==> config.mk <==
export PLATFORM = sky130hd
export DESIGN_NAME = pc_hazard_sequencer
export DESIGN_NICKNAME = d
export VERILOG_FILES = /design/src/rtl/pc_hazard_sequencer.sv
export SDC_FILE = /design/constraint.sdc
export NUM_CORES = 1
export LEC_CHECK = 0
export CAP_MARGIN = 20
export CELL_PAD_IN_SITES_DETAIL_PLACEMENT = 0
export CELL_PAD_IN_SITES_GLOBAL_PLACEMENT = 1
export CORE_UTILIZATION = 26
export CTS_CLUSTER_SIZE = 30
export DETAILED_ROUTE_END_ITERATION = 12
export PLACE_DENSITY = 0.87
export SKIP_LAST_GASP = 1
export SLEW_MARGIN = 20
export SYNTH_ARGS = -nofsm -noshare
export SYNTH_HDL_FRONTEND = slang
export SYNTH_SLANG_ARGS = --single-unit
==> constraint.sdc <==
create_clock -name clk_i -period 1.7 [get_ports clk_i]
set_clock_uncertainty 0.15 [all_clocks]
set_input_delay 0.17 -clock clk_i [delete_from_list [all_inputs] [get_ports clk_i]]
set_output_delay 0.17 -clock clk_i [all_outputs]
set_load 0.005 [all_outputs]
==> src/rtl/pc_hazard_sequencer.sv <==
// Front-end PC sequencer: load-use bubbles, branch redirects/flushes, imem-wait freeze.
// Optional HAZARD_PERF_CNT_EN adds hold/flush/load-use event counters.
module pc_hazard_sequencer #(
    parameter int unsigned LOAD_USE_STALL = 1,
    parameter bit          FLUSH_EX_MEM   = 1'b1
) (
    input  logic        clk_i,
    input  logic        rst_i,
    input  logic        imem_ready_i,
    input  logic        id_ex_memread_i,
    input  logic [4:0]  id_ex_rt_i,
    input  logic [4:0]  if_id_rs_i,
    input  logic [4:0]  if_id_rt_i,
    input  logic        branch_taken_i,
    input  logic [31:0] branch_target_i,
    input  logic [31:0] pc_plus4_i,
    output logic [31:0] pc_next_o,
    output logic        pc_hold_o,
    output logic        if_id_write_o,
    output logic        if_id_flush_o,
    output logic        id_ex_flush_o,
    output logic        ex_mem_flush_o,
`ifdef HAZARD_PERF_CNT_EN
    output logic [31:0] stall_cycles_o,
    output logic [31:0] flush_events_o,
    output logic [31:0] loaduse_events_o,
`endif
    output logic [1:0]  state_o
);

    localparam int unsigned CNT_W = 3;
    localparam int unsigned PC_W  = 32;

    typedef enum logic [1:0] {
        ST_RUN   = 2'b00,
        ST_STALL = 2'b01,
        ST_WAIT  = 2'b10
    } state_e;

    state_e             state_q, state_d;
    logic [CNT_W-1:0]   stall_cnt_q, stall_cnt_d;
    logic               pend_valid_q, pend_valid_d;
    logic [PC_W-1:0]    pend_target_q, pend_target_d;

    logic               load_use;
    logic               run_decode;
    logic [PC_W-1:0]    pc_next_c;
    logic               pc_hold_c;
    logic               if_id_write_c;
    logic               if_id_flush_c;
    logic               id_ex_flush_c;
    logic               ex_mem_flush_c;

    assign load_use = id_ex_memread_i && (id_ex_rt_i != 5'd0) &&
                      ((id_ex_rt_i == if_id_rs_i) || (id_ex_rt_i == if_id_rt_i));

    // State register with synchronous active-low reset.
    always_ff @(posedge clk_i) begin
        if (!rst_i) begin
            state_q       <= ST_RUN;
            stall_cnt_q   <= '0;
            pend_valid_q  <= 1'b0;
            pend_target_q <= '0;
        end else begin
            state_q       <= state_d;
            stall_cnt_q   <= stall_cnt_d;
            pend_valid_q  <= pend_valid_d;
            pend_target_q <= pend_target_d;
        end
    end

    // Next-state and front-end control decode.
    always_comb begin
        state_d        = state_q;
        stall_cnt_d    = stall_cnt_q;
        pend_valid_d   = pend_valid_q;
        pend_target_d  = pend_target_q;
        pc_next_c      = '0;
        pc_hold_c      = 1'b1;
        if_id_write_c  = 1'b0;
        if_id_flush_c  = 1'b0;
        id_ex_flush_c  = 1'b0;
        ex_mem_flush_c = 1'b0;
        run_decode     = 1'b0;

        case (state_q)
            ST_RUN: run_decode = 1'b1;
            ST_STALL: begin
                if (branch_taken_i) begin
                    run_decode = 1'b1;
                end else begin
                    id_ex_flush_c = 1'b1;
                    stall_cnt_d   = stall_cnt_q - CNT_W'(1);
                    if (stall_cnt_q == CNT_W'(1)) begin
                        state_d = ST_RUN;
                    end
                end
            end
            ST_WAIT: begin
                if (branch_taken_i) begin
                    run_decode = 1'b1;
                end else if (!imem_ready_i) begin
                    id_ex_flush_c = 1'b1;
                end else if (pend_valid_q) begin
                    pc_next_c     = pend_target_q;
                    pc_hold_c     = 1'b0;
                    if_id_flush_c = 1'b1;
                    id_ex_flush_c = 1'b1;
                    pend_valid_d  = 1'b0;
                    state_d       = ST_RUN;
                end else begin
                    run_decode = 1'b1;
                end
            end
            default: state_d = ST_RUN;
        endcase

        if (run_decode) begin
            if (branch_taken_i) begin
                // A branch wins over wait and load-use; newest target replaces any pending one.
                if_id_flush_c  = 1'b1;
                id_ex_flush_c  = 1'b1;
                ex_mem_flush_c = FLUSH_EX_MEM;
                stall_cnt_d    = '0;
                if (imem_ready_i) begin
                    pc_next_c    = branch_target_i;
                    pc_hold_c    = 1'b0;
                    pend_valid_d = 1'b0;
                    state_d      = ST_RUN;
                end else begin
                    pend_valid_d  = 1'b1;
                    pend_target_d = branch_target_i;
                    state_d       = ST_WAIT;
                end
            end else if (!imem_ready_i) begin
                id_ex_flush_c = 1'b1;
                state_d       = ST_WAIT;
            end else if (load_use) begin
                id_ex_flush_c = 1'b1;
                if (LOAD_USE_STALL == 1) begin
                    state_d = ST_RUN;
                end else begin
                    stall_cnt_d = CNT_W'(LOAD_USE_STALL - 1);
                    state_d     = ST_STALL;
                end
            end else begin
                pc_next_c     = pc_plus4_i;
                pc_hold_c     = 1'b0;
                if_id_write_c = 1'b1;
                state_d       = ST_RUN;
            end
        end
    end

    // Outputs are forced to a safe frozen value while reset is asserted.
    assign pc_next_o      = rst_i ? pc_next_c      : '0;
    assign pc_hold_o      = rst_i ? pc_hold_c      : 1'b1;
    assign if_id_write_o  = rst_i ? if_id_write_c  : 1'b0;
    assign if_id_flush_o  = rst_i ? if_id_flush_c  : 1'b0;
    assign id_ex_flush_o  = rst_i ? id_ex_flush_c  : 1'b0;
    assign ex_mem_flush_o = rst_i ? ex_mem_flush_c : 1'b0;
    assign state_o        = rst_i ? state_q        : ST_RUN;

`ifdef HAZARD_PERF_CNT_EN
    logic [31:0] stall_cycles_q;
    logic [31:0] flush_events_q;
    logic [31:0] loaduse_events_q;

    always_ff @(posedge clk_i) begin
        if (!rst_i) begin
            stall_cycles_q   <= '0;
            flush_events_q   <= '0;
            loaduse_events_q <= '0;
        end else begin
            if (pc_hold_c) begin
                stall_cycles_q <= stall_cycles_q + 32'd1;
            end
            if (if_id_flush_c) begin
                flush_events_q <= flush_events_q + 32'd1;
            end
            if (load_use && (state_q == ST_RUN)) begin
                loaduse_events_q <= loaduse_events_q + 32'd1;
            end
        end
    end

    assign stall_cycles_o   = stall_cycles_q;
    assign flush_events_o   = flush_events_q;
    assign loaduse_events_o = loaduse_events_q;
`endif

endmodule

==> impl_metrics.py <==
metrics = {
    "outcome": {
        "status": "finished with violations",
        "violations": "setup timing",
    },
    "global_routing": {
        "grt_pass1_vias": 3728,
        "antenna_found_initial": 0,
        "grt.overflow.total": 0,
        "grt_max_degree": 41,
        "grt_pass1_wl_mm": 19.2,
        "met1_usage": 0.252,
        "gr-usage-met2": 0.396,
        "gr-usage-met3": 0.0349,
        "top_usage_layer": "met2",
        "grt_usage": 0.215,
    },
    "placed_design": {
        "io_buffers": 121,
        "post-place-ws_ps": -1150,
        "gp_congestion": 0.824,
        "place_hpwl_mm": 7.39,
        "placedCellCount": 661,
        "postPlaceCellArea_sq_um": 4610,
    },
    "floorplanning": {
        "row_count": 37,
        "die_width_microns": 106,
        "io_pins": 123,
        "die_h_microns": 106,
        "coreArea_sq_um": 10400,
        "dieArea_sq_um": 11300,
        "start_util": 0.271,
    },
    "routing": {
        "vias_per_cell": 5.29,
        "drtIter0Drc": 154,
        "ant_nets": 0,
        "post_drt_wl_per_cell_microns": 18.4,
        "vias": 3642,
        "drc_errors": 0,
        "firstDrtPassIters": 4,
        "drt-total-wl_mm": 12.7,
    },
    "finish": {
        "drive_gt1_frac": 0.394,
        "fin_util": 0.519,
        "fin_cells": 689,
        "final_common_cell": "nand2_1",
        "nFillCells": 964,
        "multi_input_area_sq_um": 2610,
        "regArea_sq_um": 683,
        "final_area_sq_um": 5410,
        "fin_nets": 636,
        "final_cell_mix": "nand2_1, clkdlybuf4s50_1, buf_4, buf_2, nand2b_1",
        "synthToLayoutAreaGrowth_pct": 91.9,
        "diodes": 0,
    },
    "clocking": {
        "cts_tree": "built",
        "root_buffer": "clkbuf_8",
        "clock-sinks": 34,
        "ctsHoldBuffers": 0,
        "cts_inserted_buffers": 5,
        "clkLatencyLatePin_ps": 280,
        "clk_path_buf_depth": 2,
        "htreeDepth": 2,
        "clkTransAtPathRegs_ps": 70,
    },
    "sta": {
        "slew_viol_final": 0,
        "final.setup.worst_slack_ps": -575,
        "fmaxAchievable_mhz": 440,
        "final.min_clock_period_ps": 2280,
        "hold_ws_ps": 314,
        "setup_viol": 35,
        "tns_ps": -18720,
        "hold_violations": 0,
        "post-route-period-util": 1.34,
        "rsz0062_at_grt": "true",
    },
    "setup_path": {
        "worstPathArrival_ps": 1960,
        "critPathCapture": "pc_next_o[17]",
        "critPathKind": "input port to output port",
        "rr_startpoint": "pend_valid_q",
        "ff2ff_setup_slack_ps": 810,
        "timing.rr.end": "pend_valid_q",
        "rr_worst_depth": 2,
        "crit_fanout": 17,
        "worst_ep_required_time_ps": 1380,
        "cp-startpoint": "id_ex_rt_i[1]",
        "cp-start-kind": "input port",
        "endpoint_kind": "output port",
    },
    "synth": {
        "synth_area_leaders": "dfxtp_1, nand2_1, o2111ai_1, a211oi_1, a21boi_0",
        "ys_seq_elements": 34,
        "yosysTopAreaCell": "dfxtp_1",
        "synth_cells": 404,
        "async_reset_ff_frac": 0,
        "synth_edf_count": 0,
        "yosysWarnings": 0,
        "synth_top_cell_area_share": 0.242,
        "synthesis.area_sq_um": 2820,
        "synth_fp_nets": 488,
        "ys.flop_type": "dfxtp_1",
        "postSynthAreaPerCell_sq_um": 6.97,
        "yosysSeqAreaShare": 0.242,
        "synth_cell_type_count": 28,
    },
    "power_and_ir_drop": {
        "power_mw": 2.49,
        "power.density_nw_per_um2": 461,
        "p_leak_nw": 1.96,
        "ir_drop_mv": 0.255,
    },
    "hold_path": {
        "hold_path.class": "input port to register",
    },
    "flow_run": {
        "max_cap_viol_count": 0,
    },
}
==> cell type report <==
class	instances	share of cell area
well taps	136	0.0315
clock buffers	7	0.0160
clock inverters	1	0.000926
repair buffers	184	0.342
multi-input cells	327	0.483
flip-flops and latches	34	0.126
==> timing repair <==
action / CTS / global route
endpoints found under the setup margin: 38 / 37
setup buffers: 8 / 4
gates cloned: 5 / 3
pin swaps: 36 / 33
resized for setup: 218 / 51
==> worst max-delay path: stages <==
cell and delay [ps]:
buf_6 90, or4_4 520, o21a_4 230, buf_12 130, buf_12 140, or3_1 380, o2111ai_2 80, a211oi_2 60
buf_2 130
==> logic make-up after synthesis <==
group | count (synthesis) | synth area share
AOI/OAI and AO/OA | 105 | 0.293
buffers and inverters | 43 | 0.0679
other | 1 | 0.00133
xor gates and xnor gates | 10 | 0.0311
DFF | 34 | 0.242
and+or+nand+nor | 211 | 0.365
==> cells in the mapped netlist, types with 2 or more instances <==
cell,number
xnor2_1,10
a21boi_0,32
dfxtp_1,34
a211oi_1,32
nor2b_1,4
or3_1,32
buf_6,3
nor3_1,32
nand3_1,2
nand2_1,99
a21oi_1,2
buf_2,3
nand2b_1,34
and2_1,5
o2111ai_1,32
clkbuf_1,36
==> worst min path at each step <==
stage,startpoint,to,slack [ps],depth (start not counted)
2_1_floorplan,imem_ready_i,state_q[1],90,1
3_3_place_gp,pend_target_q[0],pend_target_q[0],320,2
3_5_place_dp,pend_target_q[14],pend_target_q[14],330,2
4_1_cts,branch_target_i[4],pend_target_q[4],310,3
5_1_grt,branch_target_i[4],pend_target_q[4],320,3
6_report,branch_target_i[29],pend_target_q[29],310,3
==> report_power, final <==
part           switching (mW)  leakage, nW  total, mW  internal (mW)
Sequential             0.0395        0.279      0.874          0.835
Clock                   0.311       0.0482      0.638          0.327
Combinational           0.441         1.63      0.978          0.538
==> routing by layer <==
metal	wire [microns]	up-vias
li1	-	1752
met1	5430	1739
met2	6350	134
met3	740	17
met4	184	0
met5	0	-
==> state kept, by name, indices dropped and copies added (netlist names) <==
signal         count
state_q            1
pend_valid_q       1
pend_target_q     32
Power figures use the tool's default switching activity.
